**config.mk**
```make
export PLATFORM = sky130hd
export DESIGN_NAME = imm_gen_pipe
export DESIGN_NICKNAME = d
export VERILOG_FILES = /design/src/rtl/imm_pkg.sv /design/src/rtl/imm_extend.sv /design/src/rtl/imm_gen_pipe.sv
export SDC_FILE = /design/constraint.sdc
export NUM_CORES = 1
export LEC_CHECK = 0
export BUFFER_PORTS_ARGS = -buffer_cell sky130_fd_sc_hd__clkbuf_2
export CAP_MARGIN = 20
export CELL_PAD_IN_SITES_DETAIL_PLACEMENT = 0
export CELL_PAD_IN_SITES_GLOBAL_PLACEMENT = 1
export CORE_ASPECT_RATIO = 1.75
export CORE_MARGIN = 2
export CORE_UTILIZATION = 35
export CTS_BUF_LIST = sky130_fd_sc_hd__clkbuf_4
export CTS_CLUSTER_SIZE = 16
export DETAILED_ROUTE_END_ITERATION = 10
export HOLD_SLACK_MARGIN = 0.1
export PLACE_DENSITY = 0.68
export SLEW_MARGIN = 20
export SYNTH_ARGS = -nofsm -noshare
export SYNTH_HDL_FRONTEND = slang
export SYNTH_SLANG_ARGS = --single-unit
```
**constraint.sdc**
```tcl
create_clock -name clk -period 2.76 [get_ports clk]
set_clock_uncertainty 0.05 [all_clocks]
set_input_delay 0.138 -clock clk [delete_from_list [all_inputs] [get_ports clk]]
set_output_delay 0.138 -clock clk [all_outputs]
set_load 0.01 [all_outputs]
```
**src/rtl/imm_pkg.sv**
```systemverilog
// Shared immediate-format and skid-buffer state encodings for the decode stage.
package imm_pkg;

  localparam logic [2:0] IMM_I = 3'd0;
  localparam logic [2:0] IMM_S = 3'd1;
  localparam logic [2:0] IMM_B = 3'd2;
  localparam logic [2:0] IMM_U = 3'd3;
  localparam logic [2:0] IMM_J = 3'd4;
  localparam logic [2:0] IMM_Z = 3'd5;

  localparam logic [1:0] ST_EMPTY = 2'd0;
  localparam logic [1:0] ST_ONE   = 2'd1;
  localparam logic [1:0] ST_TWO   = 2'd2;

endpackage

```
**src/rtl/imm_extend.sv**
```systemverilog
// Combinational immediate select and extension for all RV32I/RV64I formats.
// Latency 0; no flow control.
module imm_extend
  import imm_pkg::*;
#(
  parameter int DATA_BUS_WIDTH = 32
) (
  input  logic [31:0]               instr,
  input  logic [2:0]                imm_src,
  output logic [DATA_BUS_WIDTH-1:0] imm,
  output logic                      err
);

  logic [31:0] imm32;
  logic        unused_opcode;

  assign unused_opcode = ^instr[6:0];

  // Every signed format carries its sign in instr[31]; Z has a zero MSB, so a
  // single sign-extension of imm32 yields zero-extension for it.
  always_comb begin
    imm32 = '0;
    err   = 1'b0;
    case (imm_src)
      IMM_I: imm32 = {{20{instr[31]}}, instr[31:20]};
      IMM_S: imm32 = {{20{instr[31]}}, instr[31:25], instr[11:7]};
      IMM_B: imm32 = {{19{instr[31]}}, instr[31], instr[7], instr[30:25], instr[11:8], 1'b0};
      IMM_U: imm32 = {instr[31:12], 12'b0};
      IMM_J: imm32 = {{11{instr[31]}}, instr[31], instr[19:12], instr[20], instr[30:21], 1'b0};
      IMM_Z: imm32 = {27'b0, instr[19:15]};
      default: err = 1'b1;
    endcase
  end

  generate
    if (DATA_BUS_WIDTH > 32) begin : g_wide
      assign imm = {{(DATA_BUS_WIDTH-32){imm32[31]}}, imm32};
    end else begin : g_narrow
      assign imm = imm32[DATA_BUS_WIDTH-1:0];
    end
  endgenerate

endmodule

```
**src/rtl/imm_gen_pipe.sv**
```systemverilog
// Registered immediate generator: one-cycle latency, 1 beat/cycle, skid buffer
// absorbs one extra beat so in_ready is a pure flop with no path from out_ready.
module imm_gen_pipe
  import imm_pkg::*;
#(
  parameter int DATA_BUS_WIDTH = 32,
  parameter int TAG_WIDTH      = 8
) (
  input  logic                      clk,
  input  logic                      rst_n,
  input  logic                      in_valid,
  output logic                      in_ready,
  input  logic [31:0]               in_instr,
  input  logic [2:0]                in_imm_src,
  input  logic [TAG_WIDTH-1:0]      in_tag,
  output logic                      out_valid,
  input  logic                      out_ready,
  output logic [DATA_BUS_WIDTH-1:0] out_imm,
  output logic [TAG_WIDTH-1:0]      out_tag,
  output logic                      out_err
);

  typedef struct packed {
    logic [DATA_BUS_WIDTH-1:0] imm;
    logic [TAG_WIDTH-1:0]      tag;
    logic                      err;
  } beat_t;

  beat_t      new_beat;
  beat_t      main_q, main_d;
  beat_t      skid_q, skid_d;
  logic [1:0] state_q, state_d;
  logic       in_ready_q, in_ready_d;
  logic       accept, drain;

  imm_extend #(
    .DATA_BUS_WIDTH(DATA_BUS_WIDTH)
  ) u_extend (
    .instr  (in_instr),
    .imm_src(in_imm_src),
    .imm    (new_beat.imm),
    .err    (new_beat.err)
  );
  assign new_beat.tag = in_tag;

  assign accept = in_valid && in_ready_q;
  assign drain  = out_valid && out_ready;

  always_comb begin
    state_d = state_q;
    main_d  = main_q;
    skid_d  = skid_q;
    case (state_q)
      ST_EMPTY: begin
        if (accept) begin
          main_d  = new_beat;
          state_d = ST_ONE;
        end
      end
      ST_ONE: begin
        if (accept && drain) begin
          main_d = new_beat;
        end else if (accept) begin
          skid_d  = new_beat;
          state_d = ST_TWO;
        end else if (drain) begin
          state_d = ST_EMPTY;
        end
      end
      ST_TWO: begin
        if (drain) begin
          main_d  = skid_q;
          state_d = ST_ONE;
        end
      end
      default: state_d = ST_EMPTY;
    endcase
    in_ready_d = (state_d != ST_TWO);
  end

  always_ff @(posedge clk or negedge rst_n) begin
    if (!rst_n) begin
      state_q    <= ST_EMPTY;
      main_q     <= '0;
      skid_q     <= '0;
      in_ready_q <= 1'b0;
    end else begin
      state_q    <= state_d;
      main_q     <= main_d;
      skid_q     <= skid_d;
      in_ready_q <= in_ready_d;
    end
  end

  assign in_ready  = in_ready_q;
  assign out_valid = (state_q != ST_EMPTY);
  assign out_imm   = main_q.imm;
  assign out_tag   = main_q.tag;
  assign out_err   = main_q.err;

endmodule

```
* Word level (Yosys, flattened, before mapping)
Index checks and enable logic that the tools add are counted.
** Word-level totals
- Register bits after elaboration :: 85
- Output and inout port bits :: 43
** Cells by class
- Reductions and logical operators :: 10
- Bitwise logic cells :: 1
- Mux-type cells :: 12
- Eq/ne operators :: 11
** Operators with widths (count)
- 32-bit one-hot mux with 6 select lines :: 1
- 41-bit two-way mux :: 3
- 41-bit one-hot mux with 3 select lines :: 1
- 2-bit two-way mux :: 5
- 2-bit inequality test (second input constant) :: 4
- 3-bit by 2-bit equality test with 1-bit output (second input constant) :: 2
- 3-bit equality test (second input constant) :: 2
- 2-bit one-hot mux with 3 select lines :: 1
- 6-bit OR reduction :: 1
- 4-bit AND reduction :: 1
- 3-bit by 1-bit equality test with 1-bit output (second input constant) :: 1
- 1-bit logical AND :: 3
- 3-bit zero test :: 1
- 3-bit AND reduction :: 1
- 3-bit nonzero test :: 1
- 2-bit by 1-bit equality test with 1-bit output (second input constant) :: 1
- 2-bit equality test (second input constant) :: 1
- 2-bit zero test :: 1
- 2-bit nonzero test :: 1
- 1-bit two-way mux :: 1
- 1-bit inverter :: 1

* Depth between registers and ports, before layout
- Depth in word-level cells :: 7
- Gate-level depth with buffers :: 8
- Depth with buffers taken out :: 4

* Modules after synthesis
From an unflattened synthesis, not the netlist that was laid out.
** Unflattened totals
- Cell total of the unflattened synthesis :: 326
- Area, all modules :: 4247.8 sq um
** By module, submodules not included
- imm_gen_pipe :: area each 3702.3 sq um, seq. area each 2127.0 sq um, cells each 244, instances 1
- imm_extend :: area each 545.5 sq um, seq. area each 0.0 sq um, cells each 82, instances 1

* Worst setup path before layout
Ideal clock, no wire load.
- Path type :: reg-to-reg
- Start point :: reg state_q[1]
- End point :: reg main_q, in the netlist out_imm[17]
- Library setup time :: 137 ps
- Arrival time :: 1322 ps
- Stages on the path, launching flop included :: 9
- Setup slack :: 1251 ps
- Clock period less this slack :: 1509 ps
- Data required time :: 2573 ps
- Cell sequence :: dfrtp_1 -> buf_4 -> and3b_1 -> buf_6 -> a21o_1 -> buf_4 -> buf_6 -> o21ai_2 -> a21oi_1
** Between the ends
- Word-level cells in the longest chain between the ends :: 5
- Elaborated cells on any way between the ends :: 12
** RTL lines
- from (decl) :: line imm_gen_pipe.sv:32 : logic [1:0] state_q, state_d;
- from (signal assigned) :: line imm_gen_pipe.sv:88 : state_q <= state_d;
- 2-bit nonzero test :: line imm_gen_pipe.sv:96 : assign out_valid = (state_q != ST_EMPTY);
- 1-bit logical AND :: line imm_gen_pipe.sv:47 : assign drain = out_valid && out_ready;
- 1-bit logical AND :: line imm_gen_pipe.sv:61 : if (accept && drain) begin
- 2-bit inequality test (no line)
- 4-bit AND reduction (no line)
- to (signal assigned) :: line imm_gen_pipe.sv:89 : main_q <= main_d;
- to (decl) :: line imm_gen_pipe.sv:30 : beat_t main_q, main_d;
Several ways; a longest one is shown, not always the timed one.
A chain may end at the register's enable or synchronous reset.

* Final worst setup path
- Start point :: reg state_q[1]
- End point :: reg main_q, in the netlist out_imm[3]
The elaborated chain is that of the path after synthesis.

==> results by group <==
Synthesis
  – Dominant combinational cell family by area after synthesis: compound AO/OA/AOI/OAI gates
  – Area contributors post-synth: sky130_fd_sc_hd__dfrtp_1 51%, sky130_fd_sc_hd__nand2_1 8.2%, sky130_fd_sc_hd__a21oi_1 5.9%
  – Seq/Total Area, Yosys: 51.48%
  – Gate count after technology mapping: 454
  – Post-Synthesis Net Count: 501
  – Area share of xor/xnor cells in the synthesized design: 0%
  – Adder-cell share of the synthesized area: 0.2726%
  – Number of synthesis warnings: 0
  – Fraction of the mapped netlist area in compound gates: 21.93%
  – Number of enable flip-flop cells after synthesis: 0
  – Share of flip-flops with an asynchronous set or reset after synthesis: 100.0%
  – Most used standard cells in the synthesized netlist: 90 x sky130_fd_sc_hd__nand2_1, 85 x sky130_fd_sc_hd__dfrtp_1, 49 x sky130_fd_sc_hd__a21oi_1
  – Dominant synthesized flop cell: sky130_fd_sc_hd__dfrtp_1
  – Area fraction in and, or, nand and nor cells after synthesis: 19.20%
  – Count of different cell masters after synthesis: 42
  – Syn Std Cell Area: 4131 um2
  – Area leader, netlist: sky130_fd_sc_hd__dfrtp_1
  – Proportion of synthesized area in mux cells: 1.605%
  – Fraction of post-synthesis cell area in the top cell type by area: 51.48%
  – Seq cells post-synth: 85
  – Count leader, synth: sky130_fd_sc_hd__nand2_1
  – Post-Syn Area per Cell: 9.100 um2

CTS
  – Count of H-tree levels built during CTS: 3
  – Clock-pin slew on the worst setup and hold paths: 0.14 ns
  – TritonCTS clock tree: built
  – Master cell of the clock root buffer: sky130_fd_sc_hd__clkbuf_4
  – Clk sink count: 85
  – Number of clock buffers inserted by TritonCTS: 9
  – Post-CTS setup buffer count: 0
  – Largest buffer count on any clock path: 2
  – Resize count post-CTS: 0
  – Worst-skew pair later-pin latency: 0.43 ns

Placed design
  – Placed cell areas: 4617 um2
  – Placement Setup Slack: 0.7481 ns
  – Total half-perimeter wirelength after legalization and detailed placement: 7.965 mm
  – Global placer's final weighted congestion: 0.7813
  – Number of buffers added on ports: 82

Critical path
  – CP Cell Sequence: and3b_1 -> a21oi_4 -> buf_12 -> a211oi_1 -> a21o_1
  – Reg-to-reg startpoint: state_q[1]
  – Worst path arrival time: 2.38 ns
  – Critical path's top delay family: simple AND/OR/NAND/NOR gates
  – Crit path kind: reg2reg
  – Req. time, crit path: 3.10 ns
  – Crit path max-delay cell type: sky130_fd_sc_hd__and3b_1
  – Delay contributed by the slowest stage of the critical path: 0.62 ns
  – Setup slack, reg-to-reg: 0.72 ns
  – Sum of buffers and inverters on the critical path: 1
  – Count of cells along the worst register-to-register path: 5
  – Crit path launch type: flip-flop
  – Critical path capture point type: flip-flop
  – Largest fanout on the critical path: 27
  – R2R Path End: out_imm[3]

Routing
  – Avg Vias per Cell: 5.200
  – Pre-Repair DR Iteration Count: 4
  – Final routed wire length divided by cell count: 16.00 um
  – Detailed Route WL: 11.12 mm
  – Met3 wire length: 384 um
  – Number of nets with antenna violations after detailed routing: 0
  – Number of DRC markers in iteration 0: 198
  – DR WL met2: 5.855 mm
  – Via count of the routed design: 3,614
  – Topmost layer with routed signal wires: met4
  – Detailed-route DRC error count: 0
  – Detailed-routing wirelength on met1: 4.647 mm

Floorplanning
  – Die footprint: 12,720 um2
  – Horizontal die dimension: 86.13 um
  – Die height: 147.7 um
  – Boundary pin count: 90
  – Area inside the core boundary: 11,520 um2
  – Starting density of the core: 35.88%
  – Number of placement rows: 52

STA
  – Setup TNS: 0 ns
  – Setup-violating endpoint count in the final report: 0
  – Slew at the pin with the worst max-slew slack: 0.8984 ns
  – Hold violation total from the final report: 0
  – Post-route minimum period: 2.040 ns
  – Worst setup margin: 0.7205 ns
  – Ratio of final minimum period to clock period: 73.90%
  – Pins Over Slew Limit: 0
  – Maximum achievable frequency: 490.3 MHz
  – Worst slew margin relative to its limit: 40.11%
  – Worst-case hold slack: 0.1386 ns
  – Setup repair after global routing missed its margin: false

Hold path
  – Launch point of the worst hold path: in_valid
  – Cell depth of the worst hold path: 4
  – Worst min-delay path endpoint: state_q[0]
  – Hold WC Path Type: in2reg

Cells and area
  – Layout Utilization: 43.98%
  – Fill cells: 1,166
  – Fraction of layout cells with a size suffix above 1: 22.18%
  – Net count, final: 602
  – Relative area change from synthesis to final layout: 22.59%
  – Post-route cell area: 5065 um2

Flow run
  – Max-capacitance violation count: 0

Global route
  – Overall track demand over capacity in global routing: 18.49%
  – Via count of the first global-routing pass: 3,635
  – Largest net degree at the start of global routing: 50
  – Total congestion overflow after global routing: 0
  – Number of antenna violations at the first check in global routing: 1
  – First-pass GRT wire length: 18.40 mm

Power
  – Worst voltage drop across the vdd grid: 0.3750 mV
  – Leak pwr: 2.382 nW
  – Ratio of total power to cell area: 895.2 nW/um2

Status
  – Status: finished, final reports clean
-- registers in the layout, indices dropped and copies added, names as in the netlist --
name and flops:
skid_q 41, in_ready 1, out_tag 8, out_imm 32, state_q 2, out_err 1
-- area by class of cell --
type | instances | area (um2) | area share [%]
multi-input combinational | 329 | 1779 | 35.13
clock buffer | 10 | 75.07 | 1.482
inverter | 3 | 11.26 | 0.2223
clock inverter | 5 | 60.06 | 1.186
sequential | 85 | 2127 | 42.00
tap | 135 | 168.9 | 3.335
antenna | 1 | 2.502 | 0.04941
timing repair buffer | 127 | 840.8 | 16.60
-- layout by cell type (no fill, tap or decap), drive strengths merged --
cell,synthesis,final
clkinv,0,3
nor4bb,5,5
a211oi,6,6
nor2,32,32
maj3,1,1
nand3,2,2
nor2b,4,4
o21ai,53,53
nor3,2,2
mux2,5,5
a311oi,1,1
buf,25,15
or4bb,1,1
and3b,3,3
and2b,1,1
nand2,90,90
mux2i,1,1
dfrtp,85,85
diode,0,1
a31oi,31,31
and3,7,7
or3,1,1
dlygate4sd3,0,31
nand2b,14,14
a221oi,4,4
a21o,8,8
clkbuf,12,91
a21oi,50,50
o22ai,1,1
or2,1,1
inv,3,4
o31ai,1,1
nor3b,2,2
a22oi,1,1
bufinv,0,1
nand4b,1,1
-- through the flow --
| step | total power, W | cells |
|---|---|---|
| CTS | 0.004607 | 694 |
| global placement | 0.003785 | 648 |
| detailed placement | 0.003839 | 648 |
| finish | 0.004534 | 695 |
| floorplan | 0.003173 | 454 |
| global route | 0.004934 | 695 |
-- logic make-up (layout without fill, tap and decap cells) --
logic type | count (synthesis) | after routing
muxes | 6 | 6
DFF | 85 | 85
buffers and inverters | 40 | 145
AOI/OAI and AO/OA | 156 | 156
adders and majority gates | 1 | 1
other | 0 | 1
and+or+nand+nor | 166 | 166
-- worst register-to-register path: stages (launching register included) --
cell,delay [ns]
sky130_fd_sc_hd__dfrtp_1,0.54
sky130_fd_sc_hd__and3b_1,0.62
sky130_fd_sc_hd__a21oi_4,0.16
sky130_fd_sc_hd__buf_12,0.22
sky130_fd_sc_hd__a211oi_1,0.29
sky130_fd_sc_hd__a21o_1,0.12
-- how the worst max path moves through the flow --
stage	endpoint	startpoint	slack (ns)	cells after the start
floorplan	out_imm[17]	state_q[1]	1.25	8
global placement	out_imm[3]	state_q[1]	0.76	5
detailed placement	out_imm[3]	state_q[1]	0.75	5
CTS	out_imm[3]	state_q[1]	0.72	5
global route	skid_q[31]	state_q[1]	0.59	5
finish	out_imm[3]	state_q[1]	0.72	5
-- report_power, final --
group,switching (W),total (W),internal [W]
combinational,0.000938,0.00164,0.000697
sequential,0.000346,0.00217,0.00183
clock,0.000441,0.000727,0.000286
total,0.00173,0.00453,0.00281
-- routing by layer --
metal  vias up  global-route usage, %
li1       1785                      -
met1      1735                  21.73
met2        79                  32.83
met3        15                  2.736
met4         0                  7.937
met5         -                      0
-- what timing repair did --
action / 4_1_cts / 5_1_grt
setup endpoints to repair: 0 / 0
hold endpoints to repair: 113 / 0
hold buffers: 31 / 0
No activity file was read; power rests on OpenSTA's default activity.
